$ cat config.mk
export PLATFORM = sky130hd
export DESIGN_NAME = shift_issue_flat
export DESIGN_NICKNAME = d
export VERILOG_FILES = /design/src/rtl/shift_issue_if.sv /design/src/rtl/shift_issue.sv /design/src/flat_wrapper.sv
export SDC_FILE = /design/constraint.sdc
export NUM_CORES = 1
export LEC_CHECK = 0
export BUFFER_PORTS_ARGS = -buffer_cell sky130_fd_sc_hd__buf_2
export CORE_ASPECT_RATIO = 1.1
export CORE_MARGIN = 3
export CORE_UTILIZATION = 45
export CTS_CLUSTER_SIZE = 28
export DETAILED_ROUTE_END_ITERATION = 12
export PLACE_DENSITY = 0.79
export SYNTH_ARGS = -nofsm -noshare
export SYNTH_HDL_FRONTEND = slang
export SYNTH_SLANG_ARGS = --single-unit
$ cat constraint.sdc
create_clock -name clk -period 4.3 [get_ports clk]
set_input_delay 0.645 -clock clk [delete_from_list [all_inputs] [get_ports clk]]
set_output_delay 0.645 -clock clk [all_outputs]
set_load 0.01 [all_outputs]
$ cat src/rtl/shift_issue_if.sv
// -----------------------------------------------------------------------------
// shift_issue_if
// Handshake bundle for the shift issue/retire stage.
//   Issue side    : in_valid, in_ready, instr[15:0], operand[15:0]
//   Retire side   : out_valid, out_ready, result[15:0], szcv[3:0], rd[3:0],
//                   illegal
// Modports:
//   master - the upstream/writeback side (drives instructions, accepts results)
//   slave  - the shift_issue stage itself
// -----------------------------------------------------------------------------
interface shift_issue_if;
    logic        in_valid;
    logic        in_ready;
    logic [15:0] instr;
    logic [15:0] operand;

    logic        out_valid;
    logic        out_ready;
    logic [15:0] result;
    logic [3:0]  szcv;
    logic [3:0]  rd;
    logic        illegal;

    modport master (
        output in_valid, instr, operand, out_ready,
        input  in_ready, out_valid, result, szcv, rd, illegal
    );

    modport slave (
        input  in_valid, instr, operand, out_ready,
        output in_ready, out_valid, result, szcv, rd, illegal
    );
endinterface

$ cat src/rtl/shift_issue.sv
// -----------------------------------------------------------------------------
// shift_issue
// Issue/retire stage around the combinational 16-bit execute-path shifter.
// An instruction is accepted in IDLE, the shifter is driven from registers for
// one EXEC cycle, and the result plus SZCV flags are captured and held in HOLD
// until writeback takes them. Shift-by-zero is resolved here because the
// shifter's carry is undefined at d=0.
//
// Ports:
//   clk, rst_n        - clock (rising edge), asynchronous active-low reset
//   bus (slave)       - issue handshake (in_valid/in_ready/instr/operand) and
//                       retire handshake (out_valid/out_ready/result/szcv/rd/
//                       illegal)
//   sft_ctl[3:0]      - shifter control {2'b10, op}; zero outside EXEC
//   sft_d[3:0]        - shifter amount; zero outside EXEC
//   sft_in[15:0]      - shifter operand; zero outside EXEC
//   sft_out[15:0]     - shifter result
//   sft_szcv[3:0]     - shifter flags {S,Z,C,V}
//   flags_q[3:0]      - architectural flag register
//
// Build option:
//   SHIFT_FLAG_REG_EN - when defined, flags_q loads szcv on every legal retire;
//                       when undefined, flags_q is tied to zero.
// -----------------------------------------------------------------------------
module shift_issue (
    input  logic               clk,
    input  logic               rst_n,
    shift_issue_if.slave       bus,
    output logic [3:0]         sft_ctl,
    output logic [3:0]         sft_d,
    output logic [15:0]        sft_in,
    input  logic [15:0]        sft_out,
    input  logic [3:0]         sft_szcv,
    output logic [3:0]         flags_q
);

    typedef enum logic [1:0] {
        IDLE = 2'b00,
        EXEC = 2'b01,
        HOLD = 2'b10
    } state_t;

    state_t      state;
    logic        out_valid_q;
    logic [15:0] result_q;
    logic [3:0]  szcv_q;
    logic [3:0]  rd_q;
    logic        illegal_q;

    // Instruction bits [7:4] carry no meaning here, and V from the shifter is
    // replaced by a constant 0.
    logic unused_bits;
    assign unused_bits = ^{bus.instr[7:4], sft_szcv[0]};

    // rst_n is folded in so the stage never advertises ready while held in
    // reset, independent of the registered state.
    assign bus.in_ready  = rst_n && (state == IDLE);
    assign bus.out_valid = out_valid_q;
    assign bus.result    = result_q;
    assign bus.szcv      = szcv_q;
    assign bus.rd        = rd_q;
    assign bus.illegal   = illegal_q;

    // The shifter inputs double as the operand/op/d latches: they are loaded
    // on accept, used for capture in EXEC, and cleared on leaving EXEC.
    // NOTE: sequential state is always assigned with <= so every register
    // samples pre-edge values, regardless of statement order.
    always_ff @(posedge clk or negedge rst_n) begin
        if (!rst_n) begin
            state       <= IDLE;
            out_valid_q <= 1'b0;
            result_q    <= 16'h0000;
            szcv_q      <= 4'b0000;
            rd_q        <= 4'h0;
            illegal_q   <= 1'b0;
            sft_ctl     <= 4'h0;
            sft_d       <= 4'h0;
            sft_in      <= 16'h0000;
        end else begin
            case (state)
                IDLE: begin
                    if (bus.in_valid) begin
                        sft_ctl   <= {2'b10, bus.instr[13:12]};
                        sft_d     <= bus.instr[3:0];
                        sft_in    <= bus.operand;
                        rd_q      <= bus.instr[11:8];
                        illegal_q <= (bus.instr[15:14] != 2'b10);
                        state     <= EXEC;
                    end
                end

                EXEC: begin
                    if (illegal_q) begin
                        result_q <= sft_in;
                        szcv_q   <= 4'b0000;
                    end else if (sft_d == 4'h0) begin
                        // Bypass: the shifter's carry is undefined at d=0.
                        result_q <= sft_in;
                        szcv_q   <= {sft_in[15], (sft_in == 16'h0000), 2'b00};
                    end else begin
                        result_q <= sft_out;
                        szcv_q   <= {sft_szcv[3:1], 1'b0};
                    end
                    sft_ctl     <= 4'h0;
                    sft_d       <= 4'h0;
                    sft_in      <= 16'h0000;
                    out_valid_q <= 1'b1;
                    state       <= HOLD;
                end

                HOLD: begin
                    if (bus.out_ready) begin
                        out_valid_q <= 1'b0;
                        state       <= IDLE;
                    end
                end

                default: begin
                    out_valid_q <= 1'b0;
                    state       <= IDLE;
                end
            endcase
        end
    end

`ifdef SHIFT_FLAG_REG_EN
    always_ff @(posedge clk or negedge rst_n) begin
        if (!rst_n) begin
            flags_q <= 4'b0000;
        end else if (out_valid_q && bus.out_ready && !illegal_q) begin
            flags_q <= szcv_q;
        end
    end
`else
    assign flags_q = 4'b0000;
`endif

endmodule

$ cat src/flat_wrapper.sv
// flat-port wrapper written by rule: the top's interface ports become plain ports
module shift_issue_flat 
  (clk, rst_n, sft_ctl, sft_d, sft_in, sft_out, sft_szcv, flags_q, bus_in_valid, bus_instr, bus_operand, bus_out_ready, bus_in_ready, bus_out_valid, bus_result, bus_szcv, bus_rd, bus_illegal);
  shift_issue_if bus_i ();
  input  logic clk;
  input  logic rst_n;
  output logic [3:0] sft_ctl;
  output logic [3:0] sft_d;
  output logic [15:0] sft_in;
  input  logic [15:0] sft_out;
  input  logic [3:0] sft_szcv;
  output logic [3:0] flags_q;
  input wire logic [$bits(bus_i.in_valid)-1:0] bus_in_valid;
  input wire logic [$bits(bus_i.instr)-1:0] bus_instr;
  input wire logic [$bits(bus_i.operand)-1:0] bus_operand;
  input wire logic [$bits(bus_i.out_ready)-1:0] bus_out_ready;
  output wire logic [$bits(bus_i.in_ready)-1:0] bus_in_ready;
  output wire logic [$bits(bus_i.out_valid)-1:0] bus_out_valid;
  output wire logic [$bits(bus_i.result)-1:0] bus_result;
  output wire logic [$bits(bus_i.szcv)-1:0] bus_szcv;
  output wire logic [$bits(bus_i.rd)-1:0] bus_rd;
  output wire logic [$bits(bus_i.illegal)-1:0] bus_illegal;
  assign bus_i.in_valid = bus_in_valid;
  assign bus_i.instr = bus_instr;
  assign bus_i.operand = bus_operand;
  assign bus_i.out_ready = bus_out_ready;
  assign bus_in_ready = bus_i.in_ready;
  assign bus_out_valid = bus_i.out_valid;
  assign bus_result = bus_i.result;
  assign bus_szcv = bus_i.szcv;
  assign bus_rd = bus_i.rd;
  assign bus_illegal = bus_i.illegal;
  shift_issue u_core (.clk(clk), .rst_n(rst_n), .bus(bus_i), .sft_ctl(sft_ctl), .sft_d(sft_d), .sft_in(sft_in), .sft_out(sft_out), .sft_szcv(sft_szcv), .flags_q(flags_q));
endmodule
==> flow_summary.ini <==
[run_status]
outcome = complete, no violations

[cts]
cts-root-buf = clkbuf_8
cts_setup_buffers = 0
cts_hold_buffers = 0
cts_buffer_depth = 2
cts_tree = done
h-tree-depth = 2
numCtsBuffers = 5
clkSlewWorstSetupHoldPaths_ns = 0.09
cts_resized = 0
cts_num_sinks = 50
clock_latency_ns = 0.30

[layout]
final_util = 0.601
num_antenna_cells = 0
mostFrequentLayoutCells = buf_2 (99), dfrtp_1 (50), nand2_1 (48), o21ai_1 (41), nor2_1 (18)
final_net_count = 386
final_area_um2 = 2860
area_growth_syn_to_layout_pct = 27.0
final_cells = 387
drive_gt1_frac = 0.341
layout.cells.most_common = buf_2

[timing]
rsz0062_at_grt = false
worstMarginPinSlew_ns = 1.20
hold_viol = 0
max_freq_mhz = 438
setup_tns_ns = 0
fin_skew_ns = 0.00718
setup_violations = 0
max_slew_margin = 0.196
post-route-period-util = 0.531
holdWs_ns = 0.440
period_needed_ns = 2.29
finalWorstSetupSlack_ns = 2.01
report.final.slew_viol_count = 0

[critical_path]
worstPathRequired_ns = 3.65
arrival_ns = 1.64
startpoint_type = input port
reg2regPathDepth = 3
worstReg2RegStart = u_core.bus.illegal
ff2ff_setup_slack_ns = 2.32
rr_endpoint = u_core.bus.szcv[2]
cp_max_fo = 51
crit_path_end_kind = primary output
startpoint = rst_n
crit_type = input port to primary output
cp-endpoint = bus_in_ready

[place]
dpl.hpwl_um = 4190
place_worst_setup_slack_ns = 1.97
place_area_um2 = 2710
dp.cells = 379
gp_congestion = 0.809
portBuffers = 99

[yosys]
ys_types = 32
synth-compound-area-share = 0.190
synth_xor_xnor_area_share = 0
syn-cell-area_um2 = 2250
syn_inst = 242
yosysSeqAreaShare = 0.556
ys_seq_elements = 50
synth_top_family_by_area = compound AO/OA/AOI/OAI gates
avgSynthCellArea_um2 = 9.29
yosys-mux-area-fraction = 0.0245
synth-simple-area-share = 0.161
ys_warn_count = 0
synthAdderAreaFrac = 0

[die]
initial_utilization = 0.473
die_area_um2 = 5880
core.rowCount = 26
core_region_area_um2 = 4750
ios = 111
die_w_um = 73.4
die_h_um = 80.1

[detailed_routing]
drcViolationCount = 0
ant_nets = 0
drt_pass1_iterations = 5
vias_per_cell = 5.33
wl_per_cell_um = 15.3
drt-initial-drc-count = 165
routed_wl_um = 5920
via_count = 2064

[power]
irDropWorstVdd_mv = 0.382
p_per_area_nw_per_um2 = 814
power.total_mw = 2.33
p_leak_nw = 1.41

[flow_run]
cap_violations = 0

[global_route]
grt_pass1_wl_um = 9470
grt_usage = 0.207
grt.overflow.total = 0
antenna_found_initial = 0
grt_max_degree = 53
grt_pass1_vias = 1917

[min_path]
hold_path.class = input port to asynchronous set/reset pin
logic make-up (layout without fill, tap and decap cells):
logic type / after synthesis / in the layout
compound gates: 79 / 79
simple gates: 80 / 80
flops: 50 / 50
buf+inv: 27 / 111
other cells: 1 / 6
mux: 5 / 5
cells in the mapped netlist, drive strengths merged:
master | instances | area share
nor2b | 1 | 0.0028
nand4 | 1 | 0.0028
clkinv | 1 | 0.0017
a32oi | 1 | 0.0039
buf | 14 | 0.045
and3b | 1 | 0.0039
a21oi | 16 | 0.036
o31ai | 1 | 0.0033
nor3b | 2 | 0.0089
conb | 1 | 0.0017
nand3 | 2 | 0.0045
inv | 1 | 0.0017
nor2 | 18 | 0.030
o21a | 1 | 0.0033
or4 | 1 | 0.0050
nand2 | 48 | 0.080
nor4 | 4 | 0.018
nor3 | 1 | 0.0022
mux2i | 1 | 0.0045
a21o | 1 | 0.0033
nand2b | 1 | 0.0028
dfrtp | 50 | 0.56
clkbuf | 11 | 0.018
mux2 | 4 | 0.020
a31oi | 16 | 0.045
o21ai | 43 | 0.096
state kept, by name (all words and copies together), names as in the netlist:
name and cells:
u_core.state 2, u_core.bus.szcv 3, u_core.sft_ctl 3, u_core.bus.illegal 1
u_core.bus.result 16, u_core.sft_in 16, u_core.bus.out_valid 1, u_core.sft_d 4
u_core.bus.rd 4
final cells by class:
type | instances | area, µm²
multi-input cells | 170 | 875
inverters | 2 | 7.51
clock inverters | 2 | 60.1
fillers | 453 | 1890
flip-flops and latches | 50 | 1250
clock buffers | 6 | 82.6
repair buffers | 101 | 510
well taps | 56 | 70.1
layer usage:
| metal | track usage | part of all wire | vias to the layer above |
|---|---|---|---|
| li1 | - | - | 996 |
| met5 | 0 | 0 | - |
| met3 | 0.0300 | 0.066 | 10 |
| met1 | 0.295 | 0.42 | 971 |
| met4 | 0.0616 | 0.020 | 0 |
| met2 | 0.326 | 0.49 | 87 |
worst max-delay path, stage by stage:
cell	delay, ns
buf_2	0.07
buf_4	0.51
nor3b_1	0.25
buf_2	0.16
worst min path at each step:
stage | start | endpoint | depth (start not counted)
after floorplan | rst_n | u_core.bus.illegal | 0
after global placement | u_core.sft_ctl[3] | u_core.sft_ctl[3] | 1
after detailed placement | u_core.bus.rd[0] | u_core.bus.rd[0] | 1
after CTS | rst_n | u_core.sft_d[2] | 2
after global routing | rst_n | u_core.sft_d[2] | 2
final | rst_n | u_core.bus.rd[0] | 2
power by group:
part / total (mW) / internal [mW] / switching, mW
clock network: 0.400 / 0.248 / 0.152
registers: 0.925 / 0.701 / 0.224
logic: 1.00 / 0.395 / 0.606
Note: power is estimated with default switching activity, not from simulation.
